[src/rtl/legv8_multicycle_ctrl.sv]
// LEGv8 multicycle control FSM: IF/ID/EX/MEM/WB sequencing with a memory-ack timeout.
// Define LEGV8_MC_ILLEGAL_TRAP_EN to build the sticky TRAP state for illegal opcodes.
module legv8_multicycle_ctrl #(
    parameter int MEM_TIMEOUT = 15,
    parameter int CNT_W       = $clog2(MEM_TIMEOUT + 1)
) (
    input  logic        clk,
    input  logic        reset,
    input  logic        stall,
    input  logic [10:0] opcode,
    input  logic        mem_ack,
    output logic        reg2loc,
    output logic        alusrc,
    output logic        mem2reg,
    output logic        regwrite,
    output logic        memread,
    output logic        memwrite,
    output logic        branch,
    output logic        uncond_branch,
    output logic        pcwrite,
    output logic        irwrite,
    output logic [3:0]  aluop,
    output logic [2:0]  signop,
    output logic        mem_err,
    output logic [2:0]  state
);

    typedef enum logic [2:0] {
        S_IF  = 3'd0,
        S_ID  = 3'd1,
        S_EX  = 3'd2,
        S_MEM = 3'd3,
`ifdef LEGV8_MC_ILLEGAL_TRAP_EN
        S_TRAP = 3'd5,
`endif
        S_WB  = 3'd4
    } state_t;

    typedef enum logic [2:0] {
        C_ILL, C_ALU, C_B, C_CBZ, C_LD, C_ST
    } iclass_t;

    state_t           state_q, state_d;
    logic [10:0]      ir_q;
    logic [CNT_W-1:0] cnt_q;
    iclass_t          cls;
    logic             d_reg2loc, d_alusrc, d_mem2reg;
    logic [3:0]       d_aluop;
    logic [2:0]       d_signop;
    logic             mem_last;

    assign state    = state_q;
    assign mem_last = (cnt_q == CNT_W'(MEM_TIMEOUT - 1));

    always_ff @(posedge clk) begin
        if (reset) begin
            state_q <= S_IF;
            ir_q    <= '0;
            cnt_q   <= '0;
        end else begin
            state_q <= state_d;
            if (state_q == S_IF && !stall)
                ir_q <= opcode;
            if (state_q == S_EX)
                cnt_q <= '0;
            else if (state_q == S_MEM && !mem_ack && !mem_last)
                cnt_q <= cnt_q + 1'b1;
        end
    end

    always_comb begin
        cls       = C_ILL;
        d_reg2loc = 1'b0;
        d_alusrc  = 1'b0;
        d_mem2reg = 1'b0;
        d_aluop   = 4'b0000;
        d_signop  = 3'b000;
        unique casez (ir_q)
            11'b10001010000: begin
                cls = C_ALU;
            end
            11'b10101010000: begin
                cls = C_ALU; d_aluop = 4'b0001;
            end
            11'b10001011000: begin
                cls = C_ALU; d_aluop = 4'b0010;
            end
            11'b11001011000: begin
                cls = C_ALU; d_aluop = 4'b0110;
            end
            11'b1001000100?: begin
                cls = C_ALU; d_alusrc = 1'b1; d_aluop = 4'b0010;
            end
            11'b1101000100?: begin
                cls = C_ALU; d_alusrc = 1'b1; d_aluop = 4'b0110;
            end
            11'b110100101??: begin
                cls = C_ALU; d_alusrc = 1'b1;
                d_aluop = 4'b1000; d_signop = 3'b100;
            end
            11'b000101?????: begin
                cls = C_B; d_signop = 3'b010;
            end
            11'b10110100???: begin
                cls = C_CBZ; d_reg2loc = 1'b1;
                d_aluop = 4'b0111; d_signop = 3'b011;
            end
            11'b11111000010: begin
                cls = C_LD; d_alusrc = 1'b1; d_mem2reg = 1'b1;
                d_aluop = 4'b0010; d_signop = 3'b001;
            end
            11'b11111000000: begin
                cls = C_ST; d_reg2loc = 1'b1; d_alusrc = 1'b1;
                d_aluop = 4'b0010; d_signop = 3'b001;
            end
            default: cls = C_ILL;
        endcase
    end

    always_comb begin
        state_d       = state_q;
        irwrite       = 1'b0;
        regwrite      = 1'b0;
        memread       = 1'b0;
        memwrite      = 1'b0;
        branch        = 1'b0;
        uncond_branch = 1'b0;
        pcwrite       = 1'b0;
        mem_err       = 1'b0;
        reg2loc       = 1'b0;
        alusrc        = 1'b0;
        mem2reg       = 1'b0;
        aluop         = 4'b0000;
        signop        = 3'b000;
        case (state_q)
            S_IF: begin
                if (!stall) begin
                    irwrite = 1'b1;
                    state_d = S_ID;
                end
            end
            S_ID: begin
                if (cls == C_ILL) begin
`ifdef LEGV8_MC_ILLEGAL_TRAP_EN
                    state_d = S_TRAP;
`else
                    pcwrite = 1'b1;
                    state_d = S_IF;
`endif
                end else begin
                    state_d = S_EX;
                end
            end
            S_EX: begin
                case (cls)
                    C_CBZ: begin
                        branch  = 1'b1;
                        pcwrite = 1'b1;
                        state_d = S_IF;
                    end
                    C_B: begin
                        uncond_branch = 1'b1;
                        pcwrite       = 1'b1;
                        state_d       = S_IF;
                    end
                    C_LD, C_ST: state_d = S_MEM;
                    default:    state_d = S_WB;
                endcase
            end
            S_MEM: begin
                memread  = (cls == C_LD);
                memwrite = (cls == C_ST);
                // ack takes priority over a timeout landing in the same cycle
                if (mem_ack) begin
                    if (cls == C_LD) begin
                        state_d = S_WB;
                    end else begin
                        pcwrite = 1'b1;
                        state_d = S_IF;
                    end
                end else if (mem_last) begin
                    mem_err = 1'b1;
                    pcwrite = 1'b1;
                    state_d = S_IF;
                end
            end
            S_WB: begin
                regwrite = 1'b1;
                pcwrite  = 1'b1;
                state_d  = S_IF;
            end
`ifdef LEGV8_MC_ILLEGAL_TRAP_EN
            S_TRAP: state_d = S_TRAP;
`endif
            default: state_d = S_IF;
        endcase
        if (state_q == S_ID || state_q == S_EX ||
            state_q == S_MEM || state_q == S_WB) begin
            reg2loc = d_reg2loc;
            alusrc  = d_alusrc;
            mem2reg = d_mem2reg;
            aluop   = d_aluop;
            signop  = d_signop;
        end
        // a reset mid-instruction must not leave a partial write behind
        if (reset) begin
            regwrite      = 1'b0;
            memread       = 1'b0;
            memwrite      = 1'b0;
            branch        = 1'b0;
            uncond_branch = 1'b0;
            pcwrite       = 1'b0;
            mem_err       = 1'b0;
        end
    end

endmodule
[config.mk]
export PLATFORM = sky130hd
export DESIGN_NAME = legv8_multicycle_ctrl
export DESIGN_NICKNAME = d
export VERILOG_FILES = /design/src/rtl/legv8_multicycle_ctrl.sv
export SDC_FILE = /design/constraint.sdc
export NUM_CORES = 1
export LEC_CHECK = 0
export BUFFER_PORTS_ARGS = -buffer_cell sky130_fd_sc_hd__buf_2
export CORE_ASPECT_RATIO = 1.1
export CORE_MARGIN = 2
export CORE_UTILIZATION = 45
export DETAILED_ROUTE_END_ITERATION = 10
export PLACE_DENSITY = 0.74
export RECOVER_POWER = 50
export SKIP_LAST_GASP = 1
export SLEW_MARGIN = 20
export SYNTH_ARGS = -nofsm -noshare
export SYNTH_HDL_FRONTEND = slang
export SYNTH_SLANG_ARGS = --single-unit
export TNS_END_PERCENT = 50
[constraint.sdc]
create_clock -name clk -period 2 [get_ports clk]
set_clock_uncertainty 0.05 [all_clocks]
set_input_delay 0.4 -clock clk [delete_from_list [all_inputs] [get_ports clk]]
set_output_delay 0.4 -clock clk [all_outputs]
set_load 0.005 [all_outputs]
# After elaboration in Yosys (flattened, before gate mapping)
# Cells that the tools add are included.
totals:
  ff_bits: 18
  latchBits: 0
  ramBits: 0
  romBits: 0
  input_bits: 15
  out_inout_bits: 21
  elab_cells: 89
  n_memories: 0
op_classes:
  add_sub_neg: 1
  mul: 0
  div: 0
  order_cmp: 0
  n_eq_ne: 22
  n_shift: 0
  mux: 42
  n_bitwise: 0
  n_reduce_logical: 21
op_table:
  columns: ["cell", "n"]
  rows:
  - ["equality test 11 bit, second input constant", 6]
  - ["2-to-1 mux 1 bit", 29]
  - ["one-hot mux 3 bit (4 select lines)", 2]
  - ["equality test 10 bit, second input constant", 2]
  - ["one-hot mux 4 bit (5 select lines)", 1]
  - ["2-to-1 mux 3 bit", 5]
  - ["one-hot mux 3 bit (5 select lines)", 1]
  - ["equality test 3 x 2 -> 1 bit, second input constant", 4]
  - ["OR reduction 2 bit", 6]
  - ["equality test 3 bit, second input constant", 3]
  - ["equality test 9 bit, second input constant", 1]
  - ["equality test 8 bit, second input constant", 1]
  - ["OR reduction 7 bit", 1]
  - ["equality test 6 x 3 -> 1 bit, second input constant", 1]
  - ["zero test 3 bit", 2]
  - ["one-hot mux 3 bit (2 select lines)", 1]
  - ["OR reduction 5 bit", 1]
  - ["adder 4 x 1 -> 4 bit, second input constant", 1]
  - ["equality test 4 bit, second input constant", 1]
  - ["2-to-1 mux 4 bit", 1]
  - ["one-hot mux 1 bit (4 select lines)", 1]
  - ["OR reduction 4 bit", 1]
  - ["equality test 3 x 1 -> 1 bit, second input constant", 1]
  - ["logical AND 1 bit", 3]
  - ["6 further kinds", 10]

# Logic depth before layout (Yosys ltp)
# Gate-level depths: netlist of the first run.
logic_depth:
  word_depth: 8
  depth_mapped: 7
  ltp_nobuf: 7

# Least setup slack after synthesis of the first run
# No wires, ideal clock.
synth_timing:
  kind: "register to output"
  from: "register ir_q[5]"
  to: "output port pcwrite"
  arrival_ns: 1.567
  required_ns: 1.550
  path_slack_ns: -0.017
  path_stages_with_launch: 7
  path_buffers: 1
  cell_sequence: "dfxtp_1 > buf_6 > nor4b_2 > and4b_1 > o211ai_1 > and4_4 > or3_1"
synth_between:
  elab_chain_len: 8
  elab_cells_between_ends: 24
  classes_between: "eq/ne: 14; mux: 7; reduce/logical: 3"
synth_lines:
  columns: ["element", "line_no", "text"]
  rows:
  - ["start: declaration", "44", "logic [10:0] ir_q;"]
  - ["start signal: assignment", "63", "ir_q <= opcode;"]
  - ["equality test 11 bit, or another cell as far along", "78", "unique casez (ir_q)"]
  - ["OR reduction 7 bit (no line)", null, null]
  - ["one-hot mux 3 bit (5 select lines) (*)", "78", null]
  - ["equality test 3 bit / equality test 3 x 2 -> 1 bit (equally long branches)", "175, 155", null]
  - ["2-to-1 mux 1 bit / OR reduction 2 bit (equally long branches)", null, null]
  - ["2-to-1 mux 1 bit, on equally long branches", "174, 155", null]
  - ["one-hot mux 1 bit (4 select lines) (*)", "135", "case (state_q)"]
  - ["2-to-1 mux 1 bit (*)", "206", "if (reset) begin"]
  - ["end: declaration", "20", "output logic pcwrite,"]
# Mark *: on every way between the ends. The rest lies on a longest branch, timed or not.

# Worst setup path in the final report of the first run
# Ends and elaborated chain as after synthesis.

==> results.yml, run 1 <==
run_status:
  status: "complete, but fails checks"
  violations: "setup timing"
timing:
  fin_ws_ns: -0.428
  period_minus_slack_ns: 2.43
  relSlewSlack_pct: 72.4
  final-hold-violation-count: 0
  slew_viol_final: 0
  worstMarginPinSlew_ns: 0.415
  fmax_ghz: 0.412
  setup_viol: 17
  setup_tns_ns: -2.94
  fin_crit_sh_pct: 121
  rsz0062_at_grt: "true"
placement:
  dp_slack_ns: -0.158
  place.gp.congestion: 0.895
  io_buffers: 35
  dp_hpwl_microns: 2690
  place_inst: 241
power_and_ir_drop:
  total_power_mw: 0.736
  power_leakage_nw: 0.785
  power.share.switching_pct: 26.4
  power_frac_comb_pct: 16.8
  intPower_mw: 0.542
  ir_worst_vdd_mv: 0.452
  cellPowerDensity_mw_per_mm2: 416
  p_clk_share_pct: 29.8
  seqPwrFrac_pct: 53.3
  power_switching_mw: 0.195
worst_setup_path:
  start_kind: "flip-flop"
  required_ns: 1.55
  cp.arrival_ns: 1.98
  crit_type: "flip-flop to output pin"
  crit_fanout: 5
  end_kind: "output pin"
synthesis:
  avgSynthCellArea_sq_um: 7.65
  synth_top_family_by_area: "simple AND/OR/NAND/NOR gates"
  synth_cell_type_count: 46
  synth_top_area_share_pct: 30.6
  synth-xor-area-share_pct: 2.98
  synth_common_cells: "nand2_1 (29), dfxtp_1 (18), a21oi_1 (17), nor2_1 (13)"
  synth_adder_area_share_pct: 2.13
  synth.most_common_cell: "nand2_1"
  synthTopCellsByArea: "dfxtp_1 (31%), nand2_1 (9.2%), a21oi_1 (7.2%)"
  ys_seq_area_share_pct: 30.6
  synth_edf_count: 0
  synthCells: 154
  syn_area_sq_mm: 0.00118
  synth_simple_gate_area_share_pct: 44.3
  yosysTopAreaCell: "dfxtp_1"
  synth_nets: 171
  synth_compound_area_share_pct: 15.2
  async_flop_share_pct: 0
  synthFlopType: "dfxtp_1"
  synth_seq_cells: 18
  synth_warnings: 0
  synth.area.mux_share_pct: 0
clock_network:
  insertion_delay_ns: 0.29
  cts.sinks: 18
  cts_htree_levels: 1
  clk_pin_slew_ns: 0.10
  cts_tree: "done"
  cts_root_buffer: "clkbuf_4"
  cts_buffers: 3
  cts.path.max_buffers: 2
  ctsHoldBuffers: 0
floorplan:
  core_area_sq_mm: 0.00250
  rows: 19
  fp.dieW_microns: 52.8
  dieHeight_microns: 57.6
  initial_core_util_pct: 47.2
  die_area_sq_mm: 0.00304
  pin_count: 36
layout:
  synthToLayoutAreaGrowth_pct: 50.3
  drive_gt1_share_pct: 47.5
  final_nets: 239
  diodes: 0
  finalNonFillerCells: 252
global_route:
  grt_pass1_wl_microns: 5660
  grt_max_degree: 16
  track_usage_pct: 24.4
  antenna_found_initial: 0
  grt_overflow: 0
  grt_pass1_vias: 1277
detailed_routing:
  antenna_left: 0
  dr_total_vias: 1406
  routed_wl_microns: 3610
  drt_iter0_drc: 66
  wl_per_cell_microns: 14.3
  drtPass1Iterations: 4
  vias_per_cell: 5.58
  drc: 0
min_path:
  hold_class: "input pin to flip-flop"
job:
  cap_viol_max_count: 0
[routing by layer]
| metal | global-route usage (%) | vias up | part of all wire, % |
|---|---|---|---|
| met2 | 42.1 | 62 | 51 |
| met5 | 0 | - | 0 |
| met3 | 5.15 | 10 | 5.9 |
| li1 | - | 682 | - |
| met4 | 9.89 | 0 | 2.6 |
| met1 | 29.0 | 652 | 40 |
[sequential cells by signal, summed over array words and instances, names as in the netlist]
register / cells
ir_q: 11
cnt_q: 4
state: 3
[critical path, stage by stage, from the launching register on]
cell,delay (ns)
dfxtp_4,0.37
or4b_4,0.56
nor3_4,0.20
a31oi_1,0.10
or3_1,0.33
buf_2,0.13
[power by group through the flow]
stage                     Clock [mW]  Sequential (mW)  Combinational (mW)
after floorplan                    0            0.397              0.0618
after global placement             0            0.400               0.110
after detailed placement           0            0.402               0.113
after CTS                      0.227            0.393               0.119
after global routing           0.237            0.396               0.136
final                          0.220            0.393               0.124
[cells in the final DEF, fill, tap and decap left out, drive strengths merged, types with 4 or more instances in the layout]
cell type	netlist	routed
clkbuf	6	6
dfxtp	18	18
nor4	4	4
o21ai	5	5
nand2	29	29
nor2	14	14
inv	6	6
buf	1	68
nor3	6	6
nand3b	4	4
a21oi	17	17
[final timing paths]
path | startpoint | endpoint | slack, ns | cells after the start
worst max-delay path | ir_q[5] | pcwrite | -0.43 | 5
worst min-delay path | opcode[3] | ir_q[3] | 0.28 | 3
worst max register to register | ir_q[6] | state[1] | -0.03 | 9
worst min register to register | ir_q[0] | ir_q[0] | 0.45 | 2
[cells by family (layout without fill, tap and decap cells)]
| family | after synthesis | in the layout |
|---|---|---|
| flops | 18 | 18 |
| buf+inv | 13 | 80 |
| fa+ha+maj | 2 | 2 |
| xor+xnor | 4 | 4 |
| simple gates | 86 | 86 |
| compound gates | 31 | 31 |
[metrics by stage]
stage	area, sq um	hold slack, ns	util (%)
floorplan	1190	0.395	-
global placement	1580	0.409	63.2
detailed placement	1580	0.432	63.2
CTS	1700	0.272	68.0
global route	1770	0.284	70.9
finish	1770	0.283	70.9
[cell type report]
cell class / count / area (sq um)
clock buffer: 4 / 36.3
multi-input combinational: 123 / 853
inverter: 6 / 22.5
fill: 190 / 727
tap: 31 / 38.8
timing repair buffer: 70 / 437
sequential: 18 / 382
[timing repair]
item,CTS,global route
pin swaps,8,11
gates resized for setup,18,16
setup endpoints to repair,15,16
setup buffers,5,3
No activity file was read; power rests on OpenSTA's default activity.
==> run 2, diff against run 1 <==
RECOVER_POWER = not set   (was 50)
==> run 2 against run 1 <==
The flow still finishes with violations (setup timing). Register-to-register slack barely moved. Critical path depth did not move. Via count fell by 0.57%. Setup slack got worse by 0.0013 ns.
==> results.yml, run 2 (synthesis gave the netlist of run 1 again) <==
layout:
  multiInputGateArea_sq_um: 853
  mostFrequentLayoutCells: "buf_2 (35), buf_4 (34), nand2_1 (29)"
  final_nets: 239
  max_flop_register: "ir_q"
  synthToLayoutAreaGrowth_pct: 50.7
  drive_gt1_share_pct: 48.4
  n_fill_cell: 187
  utilization_pct: 71.1
  largest_register_ff_count: 11
  regArea_sq_um: 382
  diodes: 0
  layout_commonest_cell: "buf_2"
  stdcell_area_sq_mm: 0.00177
clock_network:
  cts.sinks: 18
  cts_buffers: 3
  cts_tree: "done"
  clk_pin_slew_ns: 0.10
  cts_root_buffer: "clkbuf_4"
  ctsHoldBuffers: 0
  cts.path.max_buffers: 2
  insertion_delay_ns: 0.29
  cts_htree_levels: 1
detailed_routing:
  drt_iter0_drc: 65
  dr_total_vias: 1398
  routed_wl_microns: 3610
  drc: 0
  drtPass1Iterations: 4
  wl_per_cell_microns: 14.3
  antenna_left: 0
  vias_per_cell: 5.55
global_route:
  grt_max_degree: 16
  antenna_found_initial: 0
  track_usage_pct: 24.4
  grt_overflow: 0
  grt_pass1_vias: 1277
  grt_pass1_wl_microns: 5660
worst_setup_path:
  cpMaxStageDelayCell: "or4b_4"
  slowest_delay_ns: 0.56
  end_kind: "output pin"
  critPathBufInv: 1
  start_kind: "flip-flop"
  timing.rr.end: "state[1]"
  crit_family: "simple AND/OR/NAND/NOR gates"
  rr_worst_depth: 9
  crit_chain: "or4b_4 -> nor3_4 -> a31oi_1 -> or3_1 -> buf_2"
  required_ns: 1.55
  crit_type: "flip-flop to output pin"
  crit_fanout: 5
  worstReg2RegStart: "ir_q[6]"
  reg2reg_setup_slack_ns: -0.03
  cp.arrival_ns: 1.98
timing:
  fin_crit_sh_pct: 121
  holdWs_ns: 0.283
  slew_viol_final: 0
  worstMarginPinSlew_ns: 0.388
  fin_ws_ns: -0.430
  period_minus_slack_ns: 2.43
  relSlewSlack_pct: 73.9
  setup_tns_ns: -2.94
  final-hold-violation-count: 0
  fmax_ghz: 0.412
  rsz0062_at_grt: "true"
  setup_viol: 17
floorplan:
  fp.dieW_microns: 52.8
  pin_count: 36
  dieHeight_microns: 57.6
  rows: 19
  die_area_sq_mm: 0.00304
  core_area_sq_mm: 0.00250
  initial_core_util_pct: 47.2
min_path:
  hold_end: "ir_q[3]"
  hold_class: "input pin to flip-flop"
  worstHoldStart: "opcode[3]"
  hold_depth: 3
placement:
  dp_hpwl_microns: 2690
  io_buffers: 35
  post_dp_cell_area_sq_mm: 0.00158
  place.gp.congestion: 0.895
run_status:
  violations: "setup timing"
  status: "complete, but fails checks"
job:
  cap_viol_max_count: 0
power_and_ir_drop:
  power_leakage_nw: 0.793
  cellPowerDensity_mw_per_mm2: 416
  ir_worst_vdd_mv: 0.453
## run 2: cell type report
type | instances | share of cell area [%]
Tap cell | 31 | 2.19
Inverter | 6 | 1.27
Timing Repair Buffer | 70 | 24.9
Multi-Input combinational cell | 123 | 48.1
Sequential cell | 18 | 21.5
Clock buffer | 4 | 2.05
## run 2: report_power, final
group | total [mW] | internal (mW) | switching [mW] | leakage (nW)
Combinational | 0.126 | 0.0616 | 0.0639 | 0.620
Clock | 0.219 | 0.111 | 0.109 | 0.0210
Sequential | 0.393 | 0.371 | 0.0221 | 0.151
## run 2: worst max path at each step
stage               startpoint  endpoint  slack, ns  cells past startpoint
floorplan              ir_q[5]   pcwrite      0.003                      6
global placement      ir_q[10]   pcwrite      -0.12                      6
detailed placement     ir_q[9]   pcwrite      -0.16                      6
CTS                    ir_q[4]   pcwrite      -0.39                      6
global route           ir_q[6]   pcwrite      -0.50                      6
finish                 ir_q[5]   pcwrite      -0.43                      5
## run 2: what timing repair did
item | 4_1_cts | 5_1_grt
pin swaps | 8 | 11
setup buffers | 5 | 3
gates resized for setup | 18 | 16
cloned | 0 | 0
setup endpoints to repair | 15 | 16
## run 2: through the flow
stage                     std cells  setup WS, ns  power (mW)
after floorplan                 154       0.00258       0.459
after global routing            252        -0.496       0.771
after CTS                       250        -0.395       0.740
after detailed placement        241        -0.158       0.515
after global placement          241        -0.117       0.510
final                           252        -0.430       0.738
## run 2: per-layer routing
| metal | wire length [microns] | vias to the layer above | part of all wire (%) | GRT usage (%) |
|---|---|---|---|---|
| li1 | - | 680 | - | - |
| met1 | 1460 | 647 | 40 | 29.0 |
| met2 | 1850 | 61 | 51 | 42.1 |
| met3 | 208 | 10 | 5.8 | 5.15 |
| met4 | 93 | 0 | 2.6 | 9.89 |
| met5 | 0 | - | 0 | 0 |
## run 2: tightest hold or removal path, stage by stage
cell,delay (ns)
buf_2,0.10
nand2_1,0.05
a21oi_1,0.05
